[src/rtl/lineattr_writer_if.sv]
// Sprite-row handshake and line-attribute buffer write port shared by the
// sprite fetcher (master) and lineattr_writer (slave).
interface lineattr_writer_if;
  logic       line_start;
  logic       spr_valid;
  logic       spr_ready;
  logic [7:0] spr_x;
  logic [7:0] spr_pattern;
  logic [1:0] spr_attr;
  logic       spr_zoom;
  logic       busy;
  logic [7:0] wr_idx;
  logic [1:0] wr_data;
  logic       wr_en;
  logic       collision;
  logic       coll_clr;

  modport master (
    output line_start, spr_valid, spr_x, spr_pattern, spr_attr, spr_zoom, coll_clr,
    input  spr_ready, busy, wr_idx, wr_data, wr_en, collision
  );

  modport slave (
    input  line_start, spr_valid, spr_x, spr_pattern, spr_attr, spr_zoom, coll_clr,
    output spr_ready, busy, wr_idx, wr_data, wr_en, collision
  );
endinterface

[src/rtl/lineattr_writer.sv]
// Line-attribute renderer: clears the 256x2 attribute buffer each line, then
// serialises sprite rows into per-pixel writes (first writer wins, sticky collision).
// Define LINEATTR_ZOOM_EN to enable double-width sprites via spr_zoom.
module lineattr_writer (
  input  logic               clk,
  input  logic               reset,
  lineattr_writer_if.slave   bus
);
  localparam logic [1:0] S_IDLE  = 2'd0;
  localparam logic [1:0] S_CLEAR = 2'd1;
  localparam logic [1:0] S_READY = 2'd2;
  localparam logic [1:0] S_DRAW  = 2'd3;

  logic [1:0]   r_state;
  logic [8:0]   r_cnt;
  logic [7:0]   r_x;
  logic [7:0]   r_pat;
  logic [1:0]   r_attr;
  logic         r_zoom;
  logic [255:0] r_occ;
  logic         r_wr_en;
  logic [7:0]   r_wr_idx;
  logic [1:0]   r_wr_data;
  logic         r_coll;

  logic         w_zoom_in;
  logic         w_take;
  logic         w_draw_done;
  logic [7:0]   w_x;
  logic [7:0]   w_pat;
  logic [1:0]   w_attr;
  logic         w_zoom;
  logic [3:0]   w_pix;
  logic [2:0]   w_sel;
  logic         w_bit;
  logic [8:0]   w_pos;
  logic         w_occ;
  logic         w_pix_act;
  logic         w_wr;
  logic         w_hit;

`ifdef LINEATTR_ZOOM_EN
  assign w_zoom_in = bus.spr_zoom;
`else
  logic w_unused_zoom;
  assign w_unused_zoom = bus.spr_zoom;
  assign w_zoom_in     = 1'b0;
`endif

  assign w_take      = (r_state == S_READY) && bus.spr_valid;
  assign w_draw_done = (r_cnt == (r_zoom ? 9'd16 : 9'd8));

  // Pixel 0 is rendered straight from the request so its write lands at T+1.
  always_comb begin
    if (w_take) begin
      w_x    = bus.spr_x;
      w_pat  = bus.spr_pattern;
      w_attr = bus.spr_attr;
      w_zoom = w_zoom_in;
      w_pix  = 4'd0;
    end else begin
      w_x    = r_x;
      w_pat  = r_pat;
      w_attr = r_attr;
      w_zoom = r_zoom;
      w_pix  = r_cnt[3:0];
    end
  end

  assign w_sel     = w_zoom ? w_pix[3:1] : w_pix[2:0];
  assign w_bit     = w_pat[3'd7 - w_sel];
  assign w_pos     = {1'b0, w_x} + {5'd0, w_pix};
  assign w_occ     = r_occ[w_pos[7:0]];
  assign w_pix_act = w_take || ((r_state == S_DRAW) && !w_draw_done);
  assign w_wr      = w_pix_act && w_bit && !w_pos[8] && !w_occ;
  assign w_hit     = w_pix_act && w_bit && !w_pos[8] && w_occ;

  always_ff @(posedge clk) begin
    if (reset) begin
      r_state   <= S_IDLE;
      r_cnt     <= 9'd0;
      r_wr_en   <= 1'b0;
      r_wr_idx  <= 8'd0;
      r_wr_data <= 2'd0;
      r_coll    <= 1'b0;
    end else begin
      r_wr_en <= 1'b0;
      if (w_hit && !bus.line_start) begin
        r_coll <= 1'b1;
      end else if (bus.coll_clr) begin
        r_coll <= 1'b0;
      end

      if (bus.line_start) begin
        r_state   <= S_CLEAR;
        r_cnt     <= 9'd1;
        r_wr_en   <= 1'b1;
        r_wr_idx  <= 8'd0;
        r_wr_data <= 2'd0;
      end else begin
        case (r_state)
          S_CLEAR: begin
            if (r_cnt[8]) begin
              r_state <= S_READY;
            end else begin
              r_wr_en   <= 1'b1;
              r_wr_idx  <= r_cnt[7:0];
              r_wr_data <= 2'd0;
              r_cnt     <= r_cnt + 9'd1;
            end
          end
          S_READY: begin
            if (bus.spr_valid) begin
              r_state <= S_DRAW;
              r_cnt   <= 9'd1;
            end
          end
          S_DRAW: begin
            if (w_draw_done) begin
              r_state <= S_READY;
            end else begin
              r_cnt <= r_cnt + 9'd1;
            end
          end
          default: r_state <= S_IDLE;
        endcase

        if (w_wr) begin
          r_wr_en   <= 1'b1;
          r_wr_idx  <= w_pos[7:0];
          r_wr_data <= w_attr;
        end
      end
    end
  end

  // Occupancy is only meaningful after a clear pass, which wipes it.
  always_ff @(posedge clk) begin
    if (bus.line_start) begin
      r_occ <= '0;
    end else if (w_wr) begin
      r_occ[w_pos[7:0]] <= 1'b1;
    end
  end

  always_ff @(posedge clk) begin
    if (w_take) begin
      r_x    <= bus.spr_x;
      r_pat  <= bus.spr_pattern;
      r_attr <= bus.spr_attr;
      r_zoom <= w_zoom_in;
    end
  end

  assign bus.spr_ready = (r_state == S_READY);
  assign bus.busy      = (r_state == S_CLEAR) || (r_state == S_DRAW);
  assign bus.wr_en     = r_wr_en;
  assign bus.wr_idx    = r_wr_idx;
  assign bus.wr_data   = r_wr_data;
  assign bus.collision = r_coll;
endmodule

[src/flat_wrapper.sv]
// flat-port wrapper written by rule: the top's interface ports become plain ports
module lineattr_writer_flat 
  (clk, reset, bus_line_start, bus_spr_valid, bus_spr_x, bus_spr_pattern, bus_spr_attr, bus_spr_zoom, bus_coll_clr, bus_spr_ready, bus_busy, bus_wr_idx, bus_wr_data, bus_wr_en, bus_collision);
  lineattr_writer_if bus_i ();
  input  logic clk;
  input  logic reset;
  input wire logic [$bits(bus_i.line_start)-1:0] bus_line_start;
  input wire logic [$bits(bus_i.spr_valid)-1:0] bus_spr_valid;
  input wire logic [$bits(bus_i.spr_x)-1:0] bus_spr_x;
  input wire logic [$bits(bus_i.spr_pattern)-1:0] bus_spr_pattern;
  input wire logic [$bits(bus_i.spr_attr)-1:0] bus_spr_attr;
  input wire logic [$bits(bus_i.spr_zoom)-1:0] bus_spr_zoom;
  input wire logic [$bits(bus_i.coll_clr)-1:0] bus_coll_clr;
  output wire logic [$bits(bus_i.spr_ready)-1:0] bus_spr_ready;
  output wire logic [$bits(bus_i.busy)-1:0] bus_busy;
  output wire logic [$bits(bus_i.wr_idx)-1:0] bus_wr_idx;
  output wire logic [$bits(bus_i.wr_data)-1:0] bus_wr_data;
  output wire logic [$bits(bus_i.wr_en)-1:0] bus_wr_en;
  output wire logic [$bits(bus_i.collision)-1:0] bus_collision;
  assign bus_i.line_start = bus_line_start;
  assign bus_i.spr_valid = bus_spr_valid;
  assign bus_i.spr_x = bus_spr_x;
  assign bus_i.spr_pattern = bus_spr_pattern;
  assign bus_i.spr_attr = bus_spr_attr;
  assign bus_i.spr_zoom = bus_spr_zoom;
  assign bus_i.coll_clr = bus_coll_clr;
  assign bus_spr_ready = bus_i.spr_ready;
  assign bus_busy = bus_i.busy;
  assign bus_wr_idx = bus_i.wr_idx;
  assign bus_wr_data = bus_i.wr_data;
  assign bus_wr_en = bus_i.wr_en;
  assign bus_collision = bus_i.collision;
  lineattr_writer u_core (.clk(clk), .reset(reset), .bus(bus_i));
endmodule
[config.mk]
export PLATFORM = sky130hd
export DESIGN_NAME = lineattr_writer_flat
export DESIGN_NICKNAME = d
export VERILOG_FILES = /design/src/rtl/lineattr_writer_if.sv /design/src/rtl/lineattr_writer.sv /design/src/flat_wrapper.sv
export SDC_FILE = /design/constraint.sdc
export NUM_CORES = 1
export LEC_CHECK = 0
export BUFFER_PORTS_ARGS = -buffer_cell sky130_fd_sc_hd__buf_2
export CORE_MARGIN = 5
export CORE_UTILIZATION = 60
export DETAILED_ROUTE_END_ITERATION = 10
export PLACE_DENSITY = 0.78
export SKIP_CTS_REPAIR_TIMING = 1
export SLEW_MARGIN = 20
export SYNTH_ARGS = -nofsm -noshare
export SYNTH_HDL_FRONTEND = slang
export SYNTH_SLANG_ARGS = --single-unit
[constraint.sdc]
create_clock -name clk -period 17.4 [get_ports clk]
set_clock_uncertainty 0.05 [all_clocks]
set_input_delay 3.48 -clock clk [delete_from_list [all_inputs] [get_ports clk]]
set_output_delay 3.48 -clock clk [all_outputs]
set_load 0.05 [all_outputs]
==> reports/results.ini <==
[setup_path]
crit_fanout=106
crit_type=primary input to register
r2r-start=u_core.r_state[1]
cpMaxStageDelayCell=fa_2
cp_slowest_stage_delay_ps=800
path_buf_inv=4
worstSetupStartpoint=bus_spr_valid
crit_family=simple AND/OR/NAND/NOR gates
cp.arrival_ps=9760
cp-start-kind=primary input
cp-end-kind=register
crit_chain=buf_2, and3b_1, nand2_1, nand2_1, ha_4, inv_1, fa_2, buf_4, mux4_2, a221oi_1, a21oi_1, a2111oi_0, nor3_1, nor3_2, nand2_8, buf_4, o32ai_1
cp_data_required_time_ps=17800

[yosys]
async_flop_share_pct=0
synth_area_um2=13670
synth-edff-count=0
postSynthAreaPerCell_um2=9.895
ys_seq_area_share_pct=43.63
ys_ff_latch=298
ys.flop_type=dfxtp_1
yosys_warnings=0
ys_types=76
synth_top_family_by_area=compound AO/OA/AOI/OAI gates
synth_compound_area_share_pct=22.22
synth_xor_area_share_pct=1.080
yosys-mux-area-fraction_pct=13.29
yosys.area_share.simple_pct=8.601
synth.net_count=1413
syn_inst=1382
synth-adder-area-share_pct=0.6954

[cts]
clk_pin_slew_ps=60
numClockSinks=298
cts_max_path_buffers=3
cts_tree=yes
cts_buffers=31
cts-root-buf=clkbuf_16
cts_max_level=1
clk_latency_ps=560

[sta]
tightestPinTransition_ps=1125
rsz0062_at_grt=no
fin_crit_ps=9354
setup_tns_ps=0
slew_headroom_pct=24.97
hold_violations=0
setup_violations=0
max_freq_mhz=106.9
slew_violations=0
fin_crit_sh_pct=53.76

[global_routing]
grt-ovfl-total=0
grt_max_degree=107
track_usage_pct=26.26
antenna_found_initial=1
grt_pass1_wl_mm=56.09
grt_pass1_vias=10460

[placed_design]
hpwl_mm=21.69
dp_cells=1584
portBuffers=36
gp_congestion=0.8675

[pwr]
p_leak_nw=4.828
powerDensity_nw_per_um2=102.6
irDropWorstVdd_uv=71.31

[layout]
final_cells=1639
regArea_um2=5966
nets=1363
n_antenna_cell=0
multi_input_area_um2=6361
drive_gt1_share_pct=15.07
nFillCells=1772
areaGrowthSynthToFinish_pct=8.684

[flow_run]
drv_cap=0

[route]
drtIter0Drc=1369
firstDrtPassIters=7
route.vias.total=10920
drc=0
finalWirelength_mm=34.83
viasPerCell=6.661
wl_per_cell_um=21.25
ant_nets=0

[die]
die-area_um2=25910
num_rows=55
pin_count=38
core_area_um2=22570
die_width_um=161.0
start_util_pct=60.58
die_h_um=161.0

[status]
status=complete, no violations

[hold_path]
hold_class=register to register
hp-start=u_core.r_pat[7]

final timing paths:
| check | to | slack, ps | cells past startpoint |
|---|---|---|---|
| worst min-delay path | u_core.r_pat[7] | 400 | 2 |
| worst max register to register | u_core.r_occ[189] | 10560 | 16 |
| worst max-delay path | u_core.r_occ[189] | 8050 | 17 |
| worst min register to register | u_core.r_pat[7] | 400 | 2 |
registers in the layout (all words and copies together), names as in the netlist:
signal,count
u_core.r_cnt,9
u_core.r_pat,8
u_core.bus.wr_idx,8
u_core.r_x,8
u_core.r_occ,256
u_core.r_state,2
u_core.r_zoom,1
u_core.bus.wr_en,1
u_core.bus.collision,1
u_core.bus.wr_data,2
u_core.r_attr,2
per-stage QoR:
| stage | cell area [um^2] | power [mW] | setup WS, ps | utilization [%] | hold WS (ps) |
|---|---|---|---|---|---|
| after floorplan | 13670 | 0.8183 | 9333 | - | 367.7 |
| after global placement | 13820 | 0.8643 | 7771 | 61.23 | 379.3 |
| after detailed placement | 13820 | 0.8658 | 7667 | 61.23 | 382.6 |
| after CTS | 14860 | 1.533 | 8191 | 65.84 | 397.8 |
| after global routing | 14860 | 1.577 | 7768 | 65.84 | 420.5 |
| final | 14860 | 1.525 | 8046 | 65.84 | 398.7 |
area by class of cell:
type,instances,share of cell area [%]
clock buffers,43,5.994
inverters,207,5.228
well taps,285,2.399
clock inverters,12,1.019
flip-flops and latches,298,40.14
repair buffers,59,2.416
multi-input cells,735,42.80
synthesized netlist by cell type (3+ instances only):
library cell,n,area [um^2]
dfxtp_1,298,5966
inv_1,204,765.7
o32ai_1,194,1699
nand2_1,137,514.2
clkbuf_1,85,319.1
a32o_1,60,600.6
mux4_2,59,1329
mux2i_1,37,370.4
buf_2,31,155.2
nor2_1,30,112.6
and3_1,19,118.9
nand3_1,18,90.09
a21oi_1,17,85.08
o211ai_1,17,127.6
o21ai_0,15,75.07
buf_1,12,45.04
nor3_1,11,55.05
a211oi_1,10,75.07
buf_6,9,101.4
xnor2_1,8,70.07
and2_1,7,43.79
xor2_1,7,61.31
ha_1,6,75.07
a31oi_1,5,31.28
buf_4,5,37.54
a311oi_1,4,35.03
or3_1,4,25.02
a22oi_1,3,22.52
mux2_2,3,33.78
o211a_1,3,30.03
o21ai_1,3,15.01
or2_2,3,18.77
layout by cell type, fill, tap and decap left out, drive strengths merged, types with 17 or more instances in the layout:
cell type	instances
o21ai	19
clkbuf	43
inv	208
a32o	60
o211ai	17
dfxtp	298
and3	19
mux4	60
nand2	138
nand3	18
o32ai	194
a21oi	18
nor2	31
mux2i	39
buf	59
where the power goes:
| group | total (mW) | internal (mW) | switching [mW] | leakage, nW |
|---|---|---|---|---|
| clock network | 0.671 | 0.401 | 0.270 | 0.515 |
| logic | 0.163 | 0.0483 | 0.115 | 1.91 |
| registers | 0.691 | 0.688 | 0.00307 | 2.40 |
worst min-delay path, delay by kind of cell (launching register included):
| kind | cells | cell delay, ps |
|---|---|---|
| flip-flops | 1 | 300 |
| AND/OR/NAND/NOR | 2 | 110 |
per-layer routing:
layer / GRT usage [%] / share of wire, %
met4: 9.926 / 3.4
met1: 35.61 / 42
met2: 42.44 / 47
met3: 4.465 / 8.1
met5: 0 / 0.037
logic make-up after synthesis:
logic type	count (synthesis)
AOI/OAI and AO/OA	356
DFF	298
xor gates and xnor gates	16
and+or+nand+nor	252
adders and majority gates	7
buffers and inverters	349
muxes	104
No activity file was read; power rests on OpenSTA's default activity.
